===== config.mk =====
export PLATFORM = sky130hd
export DESIGN_NAME = wishbone_slave_bridge
export DESIGN_NICKNAME = d
export VERILOG_FILES = /design/src/rtl/wb_bridge_pkg.sv /design/src/rtl/wb_bridge_watchdog.sv /design/src/rtl/wishbone_slave_bridge.sv
export SDC_FILE = /design/constraint.sdc
export NUM_CORES = 1
export LEC_CHECK = 0
export ABC_AREA = 1
export CAP_MARGIN = 5
export CORE_ASPECT_RATIO = 1.25
export CORE_MARGIN = 2
export CORE_UTILIZATION = 43
export DETAILED_ROUTE_END_ITERATION = 8
export PLACE_DENSITY = 0.83
export SLEW_MARGIN = 20
export SYNTH_ARGS = -nofsm -noshare
export SYNTH_HDL_FRONTEND = slang
export SYNTH_SLANG_ARGS = --single-unit

===== constraint.sdc =====
create_clock -name clk -period 1.95 [get_ports clk]
set_input_delay 0.585 -clock clk [delete_from_list [all_inputs] [get_ports clk]]
set_output_delay 0.585 -clock clk [all_outputs]
set_load 0.01 [all_outputs]

===== src/rtl/wb_bridge_pkg.sv =====
// Shared types and sizing helpers for the registered Wishbone slave bridge.
// The optional watchdog is enabled with the WB_BRIDGE_TIMEOUT_EN macro.
package wb_bridge_pkg;

    typedef enum logic [1:0] {
        S_IDLE = 2'd0,
        S_WAIT = 2'd1,
        S_RESP = 2'd2
    } state_e;

    localparam int unsigned DEF_TIMEOUT_CYCLES = 1024;
    localparam int unsigned TO_CNT_W           = $clog2(DEF_TIMEOUT_CYCLES);

    // Counter width for a given watchdog length; never narrower than one bit.
    function automatic int unsigned to_cnt_w(input int unsigned cycles);
        return (cycles < 2) ? 1 : $clog2(cycles);
    endfunction

endpackage


===== src/rtl/wb_bridge_watchdog.sv =====
// Wait-state counter for the bridge; flags expiry on the last allowed S_WAIT cycle.
// Only instantiated when WB_BRIDGE_TIMEOUT_EN is defined.
module wb_bridge_watchdog
    import wb_bridge_pkg::*;
#(
    parameter int unsigned TimeoutCycles = DEF_TIMEOUT_CYCLES,
    parameter int unsigned CntW          = TO_CNT_W
) (
    input  logic clk_i,
    input  logic rst_ni,
    input  logic waiting_i,
    output logic expired_o
);

    localparam logic [CntW-1:0] LastCnt = CntW'(TimeoutCycles - 1);

    logic [CntW-1:0] cnt_q;
    logic [CntW-1:0] cnt_d;

    // Held at zero outside S_WAIT, so the first wait cycle always sees a count of zero.
    always_comb begin
        cnt_d = '0;
        if (waiting_i) begin
            cnt_d = cnt_q + CntW'(1);
        end
    end

    always_ff @(posedge clk_i or negedge rst_ni) begin
        if (!rst_ni) begin
            cnt_q <= '0;
        end else begin
            cnt_q <= cnt_d;
        end
    end

    assign expired_o = waiting_i && (cnt_q == LastCnt);

endmodule


===== src/rtl/wishbone_slave_bridge.sv =====
// Registered request/response slice between a classic Wishbone master port and one slave.
// Define WB_BRIDGE_TIMEOUT_EN to add a watchdog that ends transfers the slave never acks.
module wishbone_slave_bridge
    import wb_bridge_pkg::*;
#(
    parameter int unsigned           ADDR_WIDTH     = 32,
    parameter int unsigned           DATA_WIDTH     = 32,
    parameter int unsigned           TIMEOUT_CYCLES = DEF_TIMEOUT_CYCLES,
    parameter logic [DATA_WIDTH-1:0] TIMEOUT_DATA   = '1
) (
    input  logic                      clk,
    input  logic                      rst,
    // upstream (arbitrator side)
    input  logic                      m_we_o,
    input  logic                      m_stb_o,
    input  logic                      m_cyc_o,
    input  logic [DATA_WIDTH/8-1:0]   m_sel_o,
    input  logic [ADDR_WIDTH-1:0]     m_adr_o,
    input  logic [DATA_WIDTH-1:0]     m_dat_o,
    output logic [DATA_WIDTH-1:0]     m_dat_i,
    output logic                      m_ack_i,
    output logic                      m_int_i,
    // downstream (slave side)
    output logic                      s_we_o,
    output logic                      s_cyc_o,
    output logic                      s_stb_o,
    output logic [DATA_WIDTH/8-1:0]   s_sel_o,
    output logic [ADDR_WIDTH-1:0]     s_adr_o,
    output logic [DATA_WIDTH-1:0]     s_dat_o,
    input  logic                      s_ack_i,
    input  logic [DATA_WIDTH-1:0]     s_dat_i,
    input  logic                      s_int_i,
    output logic                      timeout_o
);

    if (TIMEOUT_CYCLES < 2) begin : g_bad_timeout
        $error("TIMEOUT_CYCLES must be at least 2");
    end

    state_e                    state_q, state_d;
    logic                      we_q, we_d;
    logic [DATA_WIDTH/8-1:0]   sel_q, sel_d;
    logic [ADDR_WIDTH-1:0]     adr_q, adr_d;
    logic [DATA_WIDTH-1:0]     wdat_q, wdat_d;
    logic [DATA_WIDTH-1:0]     rdat_q, rdat_d;
    logic                      int_q;
    logic                      timeout_hit;

`ifdef WB_BRIDGE_TIMEOUT_EN
    logic wd_expired;
    logic timeout_q;

    wb_bridge_watchdog #(
        .TimeoutCycles (TIMEOUT_CYCLES),
        .CntW          (to_cnt_w(TIMEOUT_CYCLES))
    ) u_watchdog (
        .clk_i     (clk),
        .rst_ni    (rst),
        .waiting_i (state_q == S_WAIT),
        .expired_o (wd_expired)
    );

    // Abort and a same-cycle ack both take precedence over expiry.
    assign timeout_hit = (state_q == S_WAIT) && m_cyc_o && !s_ack_i && wd_expired;

    always_ff @(posedge clk or negedge rst) begin
        if (!rst) begin
            timeout_q <= 1'b0;
        end else if (timeout_hit) begin
            timeout_q <= 1'b1;
        end
    end

    assign timeout_o = timeout_q;
`else
    assign timeout_hit = 1'b0;
    assign timeout_o   = 1'b0;
`endif

    always_comb begin
        state_d = state_q;
        we_d    = we_q;
        sel_d   = sel_q;
        adr_d   = adr_q;
        wdat_d  = wdat_q;
        rdat_d  = rdat_q;

        case (state_q)
            S_IDLE: begin
                if (m_cyc_o && m_stb_o) begin
                    we_d    = m_we_o;
                    sel_d   = m_sel_o;
                    adr_d   = m_adr_o;
                    wdat_d  = m_dat_o;
                    state_d = S_WAIT;
                end
            end
            S_WAIT: begin
                if (!m_cyc_o) begin
                    state_d = S_IDLE;
                end else if (s_ack_i) begin
                    rdat_d  = s_dat_i;
                    state_d = S_RESP;
                end else if (timeout_hit) begin
                    rdat_d  = TIMEOUT_DATA;
                    state_d = S_RESP;
                end
            end
            S_RESP: begin
                state_d = S_IDLE;
            end
            default: begin
                state_d = S_IDLE;
            end
        endcase
    end

    always_ff @(posedge clk or negedge rst) begin
        if (!rst) begin
            state_q <= S_IDLE;
            we_q    <= 1'b0;
            sel_q   <= '0;
            adr_q   <= '0;
            wdat_q  <= '0;
            rdat_q  <= '0;
            int_q   <= 1'b0;
        end else begin
            state_q <= state_d;
            we_q    <= we_d;
            sel_q   <= sel_d;
            adr_q   <= adr_d;
            wdat_q  <= wdat_d;
            rdat_q  <= rdat_d;
            int_q   <= s_int_i;
        end
    end

    // Strobe/cycle and ack are pure decodes of the state register, so both stay glitch-free.
    assign s_cyc_o = (state_q == S_WAIT);
    assign s_stb_o = (state_q == S_WAIT);
    assign s_we_o  = we_q;
    assign s_sel_o = sel_q;
    assign s_adr_o = adr_q;
    assign s_dat_o = wdat_q;
    assign m_ack_i = (state_q == S_RESP);
    assign m_dat_i = rdat_q;
    assign m_int_i = int_q;

endmodule


==> impl_metrics.toml <==
[status]
outcome = "finished, final reports clean"

[synth]
synth_most_common_cell = "nand2_1"
async_flop_share_pct = 100.0
yosysWarningCount = 0
synth.distinct_cells = 13
syn-instance-count = 457
netlist_area_sq_mm = 0.004151
synth_commonest_cells = "205 x nand2_1, 104 x dfrtp_1, 69 x nand3_1, 33 x nand4_1, 21 x buf_2"
avgSynthCellArea_sq_um = 9.084
yosysTopAreaCell = "dfrtp_1"
synth_fp_nets = 564
synth_area_leaders = "dfrtp_1 63%, nand2_1 19%, nand3_1 8.3%"
synth_top_area_share_pct = 62.69
seq_area_frac_synth_pct = 62.69
synth-edff-count = 0
synth-seq-cells = 104
synth_ff_type = "dfrtp_1"

[drt]
vias = 4013
drc_errors = 0
routedWlPerCell_um = 15.73
first_pass_iters = 5
drt_wl_total_um = 12460
viasPerCell = 5.067
ant_nets = 0
drt_iter0_markers = 197

[final_layout]
antennaDiodeCount = 0
drive_gt1_share_pct = 6.156
fin_area_sq_mm = 0.006744
syn_to_final_growth_pct = 62.45
layout.nets = 768
seq_area_sq_mm = 0.002605
multi_input_area_sq_mm = 0.001359
fillers = 716

[floorplanning]
die_area_sq_mm = 0.01046
core_area_sq_mm = 0.009509
io_pins = 213
start_util_pct = 43.66
placementRows = 40
die-width_um = 91.89
die_h_um = 113.9

[critical_path]
slowest_stage = "clkdlybuf4s50_1"
crit_path_start = "s_adr_o[18]$_DFFE_PN0P_"
rrSetupSlack_ns = 0.51
required_ns = 1.36
cp-end-kind = "primary output"
worst-path-max-fanout = 2
cpPeakStageDelay_ns = 0.61
crit_path_start_kind = "flip-flop"
path_depth = 1
critical_path.top_delay_family = "buffers and inverters"
endpoint = "s_adr_o[18]"
ff2ff_path_depth = 5
crit_chain = "clkdlybuf4s50_1"
reg2reg_to = "s_dat_o[22]$_DFFE_PN0P_"
crit_buf_inv = 1
critPathKind = "flip-flop to primary output"
worstReg2RegStart = "state_q[1]$_DFFE_PN0P_"
worstPathArrival_ns = 1.32

[clock_tree]
htreeDepth = 3
cts_root_buffer = "clkbuf_16"
cts_buffer_depth = 2
clock_latency_ns = 0.34
cts_buffers = 9
clk_pin_slew_ns = 0.07
cts_tree = "done"
clock_sinks = 104

[sta]
rsz0062_at_grt = "no"
worstMarginPinSlew_ns = 0.5778
hold_viol_final = 0
finalMaxSlewViolations = 0
finalCritPeriodShare_pct = 97.48
whs_ns = 0.2540
fmax_ghz = 0.5261
finClkSkew_ns = 0.007391
slew_headroom_pct = 61.48
setup_violations = 0
min_period_ns = 1.901

[placed_design]
numPortBuffers = 211
dpl.hpwl_um = 8859
place.gp.congestion = 0.8551
dpl_cell_area_sq_mm = 0.006416

[grt]
grt.total_usage_pct = 23.86
gr-total-overflow = 0
grt_max_degree = 105
grt_first_pass_wirelength_um = 19550
antenna_found_initial = 1
first_global_vias = 3970

[worst_hold_path]
hold_path_class = "primary input to async pin"

[power_and_ir_drop]
vdd_ir_drop_max_mv = 0.5650
cellLeakagePower_nw = 3.257
p_per_area_mw_per_mm2 = 1006

[run]
maxCapViolCount = 0
[stage by stage]
stage	std cells	total power, mW	setup TNS (ns)	utilization [%]	setup slack, ns
finish	792	6.782	0	70.92	0.04922
floorplan	457	3.596	0	-	0.3944
CTS	792	6.840	0	70.92	0.02837
detailed placement	774	4.979	-1.236	67.47	-0.06114
global placement	774	4.917	-0.8798	67.47	-0.03208
global route	792	7.137	0	70.92	0.005052
[how the worst min path moves through the flow]
stage	startpoint	slack [ns]	endpoint
5_1_grt	rst	0.34	m_dat_i[30]$_DFFE_PN0P_
2_1_floorplan	rst	0.29	m_dat_i[0]$_DFFE_PN0P_
3_5_place_dp	s_adr_o[3]$_DFFE_PN0P_	0.46	s_adr_o[3]$_DFFE_PN0P_
3_3_place_gp	s_adr_o[26]$_DFFE_PN0P_	0.45	s_adr_o[26]$_DFFE_PN0P_
4_1_cts	rst	0.32	m_dat_i[22]$_DFFE_PN0P_
6_report	rst	0.25	m_dat_i[22]$_DFFE_PN0P_
[flip-flops by register name, summed over array words and instances, names as in the netlist]
name and cells:
m_dat_i 32, m_int_i 1, s_adr_o 32, s_dat_o 32, s_sel_o 4, s_we_o 1, state_q 2
[logic make-up after synthesis]
group,share of synthesized area [%]
AO/OA/AOI/OAI,0.1204
flip-flops,62.69
buffers and inverters,4.882
AND/OR/NAND/NOR,32.22
other,0.09033
[per-layer routing]
layer  vias to the layer above  wire [um]  global-route usage (%)
met5                         -         13                       0
met2                       191       6174                   40.69
li1                       1889          -                       -
met1                      1901       4731                   27.23
met4                         2        407                   11.54
met3                        30       1130                   7.530
[report_power, final]
part           leakage, nW  internal [mW]  switching (mW)
Sequential            1.30           2.61           0.261
Combinational         1.82           1.17           0.909
Clock                0.141           1.07           0.771
[final cells by class]
| type | count | share of cell area [%] |
|---|---|---|
| clock buffer | 12 | 3.803 |
| clock inverter | 4 | 0.7792 |
| inverter | 4 | 0.2226 |
| multi-input combinational | 312 | 20.15 |
| sequential | 104 | 38.63 |
| tap | 126 | 2.338 |
| timing repair buffer | 230 | 34.08 |
[cell usage in the layout (no fill, tap or decap)]
cell,count
buf_12,4
buf_4,16
bufinv_16,1
clkbuf_1,1
clkbuf_16,9
clkbuf_8,2
clkdlybuf4s50_1,207
clkinvlp_4,3
conb_1,1
dfrtp_1,102
dfrtp_2,2
dlygate4sd2_1,3
inv_1,3
inv_2,1
nand2_1,204
nand2_2,1
nand3_1,69
nand4_1,33
nor2_1,1
nor2_4,2
o21ai_0,1
[what timing repair did]
action                                  4_1_cts  5_1_grt
buffers inserted                              2        0
resized for setup                             6        0
endpoints found under the setup margin        3        0
hold buffers                                  0        0
Power figures use the tool's default switching activity.
